--- src/rtl/uart_frame_parser.sv ---
// Byte-stream frame parser: HEADER, CMD, LEN, LEN payload bytes, optional CHK byte.
// Define FRAME_CHKSUM_EN to expect and verify the trailing checksum byte.
module uart_frame_parser #(
    parameter logic [7:0]  HEADER      = 8'hAA,
    parameter int unsigned MAX_LEN     = 8,
    parameter int unsigned TIMEOUT_CYC = 1041600
) (
    input  logic                 clk,
    input  logic                 rst,
    input  logic                 in_valid,
    input  logic [7:0]           in_data,
    output logic                 frame_valid,
    output logic [7:0]           frame_cmd,
    output logic [3:0]           frame_len,
    output logic [8*MAX_LEN-1:0] frame_payload,
    output logic                 frame_err,
    output logic [1:0]           err_code,
    output logic                 busy
);
    localparam int unsigned LEN_W = 4;
    localparam int unsigned PL_W  = 8 * MAX_LEN;
    localparam int unsigned CNT_W = (TIMEOUT_CYC > 1) ? $clog2(TIMEOUT_CYC) : 1;

    localparam logic [1:0] ERR_LEN = 2'b10;
    localparam logic [1:0] ERR_TMO = 2'b11;
`ifdef FRAME_CHKSUM_EN
    localparam logic [1:0] ERR_CHK = 2'b01;
`endif

    typedef enum logic [2:0] {
        S_IDLE,
        S_CMD,
        S_LEN,
        S_PAYLOAD
`ifdef FRAME_CHKSUM_EN
        , S_CHK
`endif
    } state_t;

    state_t            state;
    logic [7:0]        cmd_r;
    logic [LEN_W-1:0]  len_r;
    logic [LEN_W-1:0]  idx;
    logic [PL_W-1:0]   shadow;
    logic [PL_W-1:0]   shadow_ins;
    logic [CNT_W-1:0]  tcnt;
    logic              tmo_hit;
`ifdef FRAME_CHKSUM_EN
    logic [7:0]        chk;
`endif

    // Shadow buffer with the current byte dropped into slot idx.
    always_comb begin
        shadow_ins = shadow;
        for (int i = 0; i < MAX_LEN; i++) begin
            if (idx == LEN_W'(i)) shadow_ins[8*i +: 8] = in_data;
        end
    end

    assign tmo_hit = (state != S_IDLE) && (tcnt == CNT_W'(TIMEOUT_CYC - 1));

    always_ff @(posedge clk or posedge rst) begin
        if (rst) begin
            state         <= S_IDLE;
            busy          <= 1'b0;
            cmd_r         <= '0;
            len_r         <= '0;
            idx           <= '0;
            shadow        <= '0;
            tcnt          <= '0;
            frame_valid   <= 1'b0;
            frame_err     <= 1'b0;
            err_code      <= '0;
            frame_cmd     <= '0;
            frame_len     <= '0;
            frame_payload <= '0;
`ifdef FRAME_CHKSUM_EN
            chk           <= '0;
`endif
        end else begin
            frame_valid <= 1'b0;
            frame_err   <= 1'b0;
            tcnt        <= (in_valid || state == S_IDLE) ? '0 : tcnt + CNT_W'(1);

            if (in_valid) begin
                case (state)
                    S_IDLE: begin
                        if (in_data == HEADER) begin
                            state  <= S_CMD;
                            busy   <= 1'b1;
                            shadow <= '0;
                            idx    <= '0;
`ifdef FRAME_CHKSUM_EN
                            chk    <= '0;
`endif
                        end
                    end
                    S_CMD: begin
                        cmd_r <= in_data;
                        state <= S_LEN;
`ifdef FRAME_CHKSUM_EN
                        chk   <= in_data;
`endif
                    end
                    S_LEN: begin
                        if (in_data > 8'(MAX_LEN)) begin
                            state     <= S_IDLE;
                            busy      <= 1'b0;
                            frame_err <= 1'b1;
                            err_code  <= ERR_LEN;
                        end else begin
                            len_r <= in_data[LEN_W-1:0];
`ifdef FRAME_CHKSUM_EN
                            chk   <= chk + in_data;
                            state <= (in_data == 8'd0) ? S_CHK : S_PAYLOAD;
`else
                            // Empty frame is complete on its LEN byte.
                            if (in_data == 8'd0) begin
                                state         <= S_IDLE;
                                busy          <= 1'b0;
                                frame_valid   <= 1'b1;
                                frame_cmd     <= cmd_r;
                                frame_len     <= '0;
                                frame_payload <= '0;
                            end else begin
                                state <= S_PAYLOAD;
                            end
`endif
                        end
                    end
                    S_PAYLOAD: begin
                        shadow <= shadow_ins;
                        idx    <= idx + LEN_W'(1);
`ifdef FRAME_CHKSUM_EN
                        chk    <= chk + in_data;
                        if (idx == len_r - LEN_W'(1)) state <= S_CHK;
`else
                        if (idx == len_r - LEN_W'(1)) begin
                            state         <= S_IDLE;
                            busy          <= 1'b0;
                            frame_valid   <= 1'b1;
                            frame_cmd     <= cmd_r;
                            frame_len     <= len_r;
                            frame_payload <= shadow_ins;
                        end
`endif
                    end
`ifdef FRAME_CHKSUM_EN
                    S_CHK: begin
                        state <= S_IDLE;
                        busy  <= 1'b0;
                        if (in_data == chk) begin
                            frame_valid   <= 1'b1;
                            frame_cmd     <= cmd_r;
                            frame_len     <= len_r;
                            frame_payload <= shadow;
                        end else begin
                            frame_err <= 1'b1;
                            err_code  <= ERR_CHK;
                        end
                    end
`endif
                    default: begin
                        state <= S_IDLE;
                        busy  <= 1'b0;
                    end
                endcase
            end else if (tmo_hit) begin
                // A byte arriving in the expiry cycle wins over the timeout.
                state     <= S_IDLE;
                busy      <= 1'b0;
                frame_err <= 1'b1;
                err_code  <= ERR_TMO;
            end
        end
    end
endmodule

--- config.mk ---
export PLATFORM = sky130hd
export DESIGN_NAME = uart_frame_parser
export DESIGN_NICKNAME = d
export VERILOG_FILES = /design/src/rtl/uart_frame_parser.sv
export SDC_FILE = /design/constraint.sdc
export NUM_CORES = 1
export LEC_CHECK = 0
export CAP_MARGIN = 30
export CORE_ASPECT_RATIO = 1.75
export CORE_MARGIN = 3
export CORE_UTILIZATION = 39
export DETAILED_ROUTE_END_ITERATION = 10
export DONT_BUFFER_PORTS = 1
export PLACE_DENSITY_LB_ADDON = 0.15
export SKIP_LAST_GASP = 1
export SYNTH_ARGS = -nofsm -noshare
export SYNTH_HDL_FRONTEND = slang
export SYNTH_SLANG_ARGS = --single-unit
export TNS_END_PERCENT = 20
--- constraint.sdc ---
create_clock -name clk -period 6.79 [get_ports clk]
set_clock_uncertainty 0.1 [all_clocks]
set_input_delay 0.679 -clock clk [delete_from_list [all_inputs] [get_ports clk]]
set_output_delay 0.679 -clock clk [all_outputs]
set_load 0.005 [all_outputs]
==> flow_metrics.py, run 1 <==
metrics = {
    "outcome": {
        "status": "complete, no violations",
    },
    "clocking": {
        "insertion_delay_ns": 0.44,
        "post_cts_buffers": 0,
        "cts_tree": "done",
        "cts_made_buffers": 17,
        "cts_resized": 0,
        "cts.sinks": 183,
        "h-tree-depth": 4,
        "clk_path_buf_depth": 2,
        "cts_hold_buf": 1,
        "root_buffer": "clkbuf_16",
        "clk_pin_slew_ns": 0.06,
    },
    "critical_path": {
        "end_kind": "register",
        "cp.arrival_ns": 3.20,
        "worstSetupStartpointType": "register",
        "worstPathRequired_ns": 7.01,
        "cp_max_fo": 41,
        "critPathKind": "register to register",
    },
    "worst_hold_path": {
        "worst_hold_path_type": "primary input to register",
    },
    "die": {
        "initial_core_util": 0.398,
        "design.core.area_um2": 20900,
        "dieHeight_um": 199,
        "die_area_um2": 23200,
        "row_count": 70,
        "die_w_um": 117,
        "ioPinCount": 92,
    },
    "run": {
        "maxCapViolCount": 0,
    },
    "global_routing": {
        "antenna_found_initial": 0,
        "grt_pass1_vias": 5868,
        "track_usage": 0.195,
        "gr-total-overflow": 0,
        "grt_pass1_wl_mm": 34.3,
        "grt_max_degree": 96,
    },
    "yosys": {
        "ys_warn_count": 0,
        "yosysUniqueCellTypes": 45,
        "synth_area_um2": 8340,
        "yosys_most_used_dff": "dfrtp_1",
        "ys_seq_elements": 183,
        "async_flop_share": 1.00,
        "yosysSeqAreaShare": 0.549,
        "synth_nets": 770,
        "synth-edff-count": 0,
        "syn-instance-count": 753,
        "postSynthAreaPerCell_um2": 11.1,
    },
    "sta": {
        "slew_headroom": 0.399,
        "hold_violations": 0,
        "setup_tns_ns": 0,
        "rsz0062_at_grt": "false",
        "min_period_ns": 2.98,
        "slew_violations": 0,
        "fin_crit_sh": 0.439,
        "clock.fmax_ghz": 0.335,
        "final-setup-viol-count": 0,
        "max_slew.worst_pin.slew_ns": 0.901,
    },
    "finish": {
        "num-fill-cells": 1945,
        "antennaDiodeCount": 0,
        "final_cells": 1000,
        "multi_input_area_um2": 3490,
        "fin_nets": 752,
        "finalInstanceArea_um2": 9190,
        "drive_gt1_frac": 0.135,
        "regArea_um2": 4580,
        "areaGrowthSynthToFinish_pct": 10.3,
    },
    "drt": {
        "dr.pass1.iters": 5,
        "via_per_inst": 5.74,
        "vias": 5741,
        "drc_errors": 0,
        "drtAntennaViolNets": 0,
        "wl_per_cell_um": 21.7,
        "drt_iter0_drc": 293,
        "routed_wl_mm": 21.7,
    },
    "power_and_ir_drop": {
        "p_seq_frac": 0.486,
        "peakVddDrop_uv": 175,
        "power.density_nw_per_um2": 247,
        "power.leakage_nw": 3.94,
        "p_comb_frac": 0.031,
        "p_clk_frac": 0.483,
        "p_sw_frac": 0.208,
        "switching_power_uw": 472,
        "p_int_mw": 1.80,
    },
    "placed_design": {
        "dp_hpwl_mm": 14.7,
        "place_inst": 967,
        "gp_congestion": 0.852,
        "io_buffers": 0,
        "dpl_cell_area_um2": 8530,
    },
}
worst max-delay path, stage by stage (launching register included):
cell and delay [ns]:
dfrtp_1 0.40, inv_1 0.08, ha_1 0.30, xor2_1 0.15, nand2_1 0.08, or4_4 0.53, a21oi_4 0.30, buf_4 0.50
mux2_2 0.40
registers in the layout, indices dropped and copies added (netlist names):
| register | count |
|---|---|
| frame_payload | 64 |
| cmd_r | 8 |
| state | 2 |
| frame_valid | 1 |
| err_code | 2 |
| frame_err | 1 |
| len_r | 4 |
| shadow | 64 |
| frame_cmd | 8 |
| idx | 4 |
| frame_len | 4 |
| busy | 1 |
| tcnt | 20 |
placed cells by master, fill, tap and decap left out, drive strengths merged, types with 2 or more instances in the layout:
cell type	instances
nand3	39
nand4	5
o2bb2ai	64
inv	13
o31ai	3
clkinv	2
nand3b	2
nand2b	2
xor2	8
and2	7
o21a	2
dfrtp	183
nor2	41
xnor2	14
clkbuf	24
o21ai	14
a21oi	54
mux2i	19
bufinv	5
or3	5
buf	8
nand2	109
and3	2
or4	4
ha	6
and4	2
mux2	86
o22a	2
nor4	3
nor3	8
per-layer routing:
metal | routed length [um] | vias up | track usage | part of all wire
li1 | - | 2637 | - | -
met1 | 8610 | 2883 | 0.237 | 0.40
met2 | 11200 | 182 | 0.324 | 0.52
met3 | 1160 | 39 | 0.0458 | 0.054
met4 | 693 | 0 | 0.0916 | 0.032
met5 | 0 | - | 0 | 0
cell usage after synthesis (all sizes together) (2+ instances only):
| master | count | area [um^2] |
|---|---|---|
| o21ai | 14 | 70.1 |
| nor3 | 8 | 40.0 |
| nand3b | 2 | 15.0 |
| o21a | 2 | 15.0 |
| nand4 | 5 | 31.3 |
| buf | 11 | 88.8 |
| nor4 | 3 | 18.8 |
| dfrtp | 183 | 4580 |
| and2 | 7 | 43.8 |
| inv | 13 | 48.8 |
| o2bb2ai | 64 | 561 |
| nand3 | 39 | 195 |
| mux2 | 86 | 968 |
| clkbuf | 35 | 131 |
| nor2 | 41 | 154 |
| a21oi | 54 | 282 |
| o22a | 2 | 17.5 |
| nand2 | 109 | 409 |
| xor2 | 8 | 70.1 |
| o31ai | 3 | 22.5 |
| and4 | 2 | 17.5 |
| mux2i | 19 | 190 |
| or3 | 5 | 31.3 |
| xnor2 | 14 | 123 |
| nand2b | 2 | 12.5 |
| ha | 6 | 75.1 |
| or4 | 4 | 33.8 |
| and3 | 2 | 12.5 |
power by group through the flow:
stage / logic [mW] / clock network [mW] / registers [mW]
final: 0.0695 / 1.10 / 1.10
after global routing: 0.0792 / 1.17 / 1.11
after CTS: 0.0718 / 1.13 / 1.11
after detailed placement: 0.0707 / 0 / 1.13
after global placement: 0.0675 / 0 / 1.13
after floorplan: 0.0586 / 0 / 1.12
metrics by stage:
stage | hold WS, ns | setup slack, ns | power [mW] | util
floorplan | 0.355 | 1.04 | 1.18 | -
detailed placement | 0.373 | 3.77 | 1.20 | 0.408
finish | 0.243 | 3.81 | 2.27 | 0.439
CTS | 0.222 | 3.79 | 2.30 | 0.439
global placement | 0.371 | 3.15 | 1.19 | 0.405
global route | 0.222 | 3.62 | 2.35 | 0.439
cells by family (layout without fill, tap and decap cells):
family / count (synthesis) / count (layout) / synth area share
flip-flops: 183 / 183 / 0.549
AND/OR/NAND/NOR: 234 / 234 / 0.126
AO/OA/AOI/OAI: 144 / 144 / 0.121
multiplexers: 105 / 105 / 0.139
adder cells (fa/ha/maj): 6 / 6 / 0.00900
XOR/XNOR: 22 / 22 / 0.0231
buffers and inverters: 59 / 54 / 0.0323
worst paths after layout:
kind / startpoint / to / slack [ns] / depth (start not counted)
setup / recovery: len_r[0] / frame_payload[28] / 3.81 / 8
hold / removal: in_valid / idx[2] / 0.24 / 1
setup reg to reg: len_r[0] / frame_payload[28] / 3.81 / 8
hold reg to reg: shadow[36] / shadow[36] / 0.39 / 1
max in group asynchronous: rst / frame_payload[29] / 4.37 / 4
min in group asynchronous: rst / frame_payload[49] / 0.57 / 2
layout make-up:
type	instances	area share
Clock buffer	24	0.0524
Clock inverter	8	0.0182
Sequential cell	183	0.498
Inverter	13	0.00585
Timing Repair Buffer	9	0.0112
Multi-Input combinational cell	511	0.380
Tap cell	252	0.0343
No activity file was read; power rests on OpenSTA's default activity.
==> run 2, diff against run 1 <==
==> constraint.sdc (replaced) <==
create_clock -name clk -period 2.6 [get_ports clk]
set_clock_uncertainty 0.1 [all_clocks]
set_input_delay 0.26 -clock clk [delete_from_list [all_inputs] [get_ports clk]]
set_output_delay 0.26 -clock clk [all_outputs]
set_load 0.005 [all_outputs]
==> run 2 against run 1 <==
Clock power rose by 150%. Non-clock buffer count is 37 higher. Global-route usage rose by 1.1 points. Cell count rose by 3.7%. Worst hold slack worse by 0.22 ns. The run now ends with setup timing left. Largest power group unchanged. Highest routed layer unchanged. Combinational power grew to 3.1 times the previous value. Sequential share of layout area decreased by 3.0 points.
==> flow_metrics.py, run 2 (synthesized netlist as in run 1, its figures left out) <==
metrics = {
    "finish": {
        "final_common_cell": "dfrtp_1",
        "drive_gt1_frac": 0.173,
        "finalInstanceArea_um2": 9790,
        "fin_nets": 789,
        "top_regs": "frame_payload: 64 flops, shadow: 64 flops, tcnt: 20 flops",
        "final_cells": 1037,
        "antennaDiodeCount": 0,
        "final_cell_mix": "dfrtp_1, nand2_1, o2bb2ai_1",
        "areaGrowthSynthToFinish_pct": 17.4,
    },
    "critical_path": {
        "worstPathRequired_ns": 2.82,
        "critPathKind": "register to register",
        "worstSetupStartpointType": "register",
        "r2r_start": "len_r[0]",
        "worst-r2r-setup-slack_ns": -0.005,
        "r2r_cells": 9,
        "end_kind": "register",
        "reg2reg_to": "frame_payload[9]",
        "cp.arrival_ns": 2.83,
        "cp_max_fo": 8,
    },
    "drt": {
        "vias": 5982,
        "drt_iter0_drc": 379,
        "drc_errors": 0,
        "wl_per_cell_um": 23.4,
        "via_per_inst": 5.77,
        "drtAntennaViolNets": 0,
        "dr.pass1.iters": 5,
        "routed_wl_mm": 24.2,
    },
    "worst_hold_path": {
        "min_from": "in_data[5]",
        "whs_path_depth": 3,
        "worst_hold_path_type": "primary input to register",
        "hold_end": "frame_payload[61]",
    },
    "outcome": {
        "violations": "setup timing",
        "status": "finished, violations left",
    },
    "clocking": {
        "clk_path_buf_depth": 2,
        "cts_tree": "done",
        "insertion_delay_ns": 0.44,
        "cts.sinks": 183,
        "cts_made_buffers": 17,
        "root_buffer": "clkbuf_16",
        "clk_pin_slew_ns": 0.07,
        "h-tree-depth": 4,
    },
    "power_and_ir_drop": {
        "p_comb_frac": 0.037,
        "switching_power_mw": 1.25,
        "p_clk_frac": 0.468,
        "power.density_nw_per_um2": 596,
        "p_int_mw": 4.59,
        "p_seq_frac": 0.494,
        "p_sw_frac": 0.214,
        "power.leakage_nw": 4.18,
        "peakVddDrop_uv": 466,
    },
    "sta": {
        "rsz0062_at_grt": "true",
        "max_slew.worst_pin.slew_ns": 0.925,
        "final-setup-viol-count": 7,
        "fin_crit_sh": 1.00,
        "min_period_ns": 2.61,
        "slew_headroom": 0.382,
        "hold_violations": 0,
        "hold-worst-slack_ns": 0.0283,
        "setup_tns_ns": -0.0193,
        "setup_slack_ns": -0.00514,
        "slew_violations": 0,
        "clock.fmax_ghz": 0.384,
    },
    "global_routing": {
        "antenna_found_initial": 1,
        "track_usage": 0.206,
        "grt_pass1_vias": 6153,
        "gr-total-overflow": 0,
        "grt_max_degree": 45,
        "grt_pass1_wl_mm": 36.0,
    },
    "placed_design": {
        "gp_congestion": 0.821,
        "io_buffers": 0,
        "place_inst": 980,
        "dpl_cell_area_um2": 8670,
        "dp_hpwl_mm": 14.9,
    },
    "die": {
        "dieHeight_um": 199,
        "design.core.area_um2": 20900,
        "die_w_um": 117,
        "ioPinCount": 92,
        "die_area_um2": 23200,
        "row_count": 70,
        "initial_core_util": 0.398,
    },
    "run": {
        "maxCapViolCount": 0,
    },
}
## run 2: how the worst max path moves through the flow
stage	from	endpoint	slack, ns	depth (start not counted)
floorplan	rst	busy	-0.11	1
global placement	len_r[0]	frame_payload[15]	0.08	8
detailed placement	len_r[1]	frame_payload[27]	0.02	8
CTS	len_r[0]	frame_payload[27]	0.007	8
global route	len_r[1]	frame_payload[9]	-0.09	9
finish	len_r[0]	frame_payload[9]	-0.005	9
## run 2: area by class of cell
cell class	count	area [um^2]
Clock inverter	6	113
Tap cell	252	315
Timing Repair Buffer	46	593
Sequential cell	183	4580
Inverter	13	52.6
Multi-Input combinational cell	511	3630
Fill cell	1870	11100
Clock buffer	26	509
## run 2: timing repair
item                       4_1_cts  5_1_grt
buffers inserted                 0        5
gates resized for setup          0       41
setup endpoints to repair        0       74
hold buffers                    10        0
hold endpoints to repair        49        0
## run 2: worst max-delay path, cell delays in order (launching register included)
cell	delay, ns
dfrtp_1	0.39
buf_4	0.14
buf_4	0.14
nor3_2	0.18
xnor2_1	0.13
or4_4	0.51
a21oi_4	0.22
buf_12	0.20
clkbuf_16	0.17
mux2_4	0.30
## run 2: power groups by stage
| stage | registers (mW) | logic, mW | clock network (mW) |
|---|---|---|---|
| finish | 2.88 | 0.218 | 2.73 |
| global route | 2.88 | 0.244 | 2.90 |
| CTS | 2.88 | 0.221 | 2.78 |
| detailed placement | 2.94 | 0.196 | 0 |
| global placement | 2.94 | 0.188 | 0 |
| floorplan | 2.93 | 0.154 | 0 |
## run 2: per-layer routing
metal,track usage,up-vias,wire length (um)
met5,0,-,0
met4,0.0813,0,695
met3,0.0512,41,1220
met2,0.358,159,13100
met1,0.240,3080,9270
li1,-,2702,-
## run 2: per-stage QoR
| step | power, mW | worst slack [ns] | utilization |
|---|---|---|---|
| floorplan | 3.08 | -0.111 | - |
| global placement | 3.12 | 0.0800 | 0.414 |
| detailed placement | 3.13 | 0.0193 | 0.414 |
| CTS | 5.89 | 0.00651 | 0.449 |
| global route | 6.03 | -0.0874 | 0.468 |
| finish | 5.84 | -0.00514 | 0.468 |
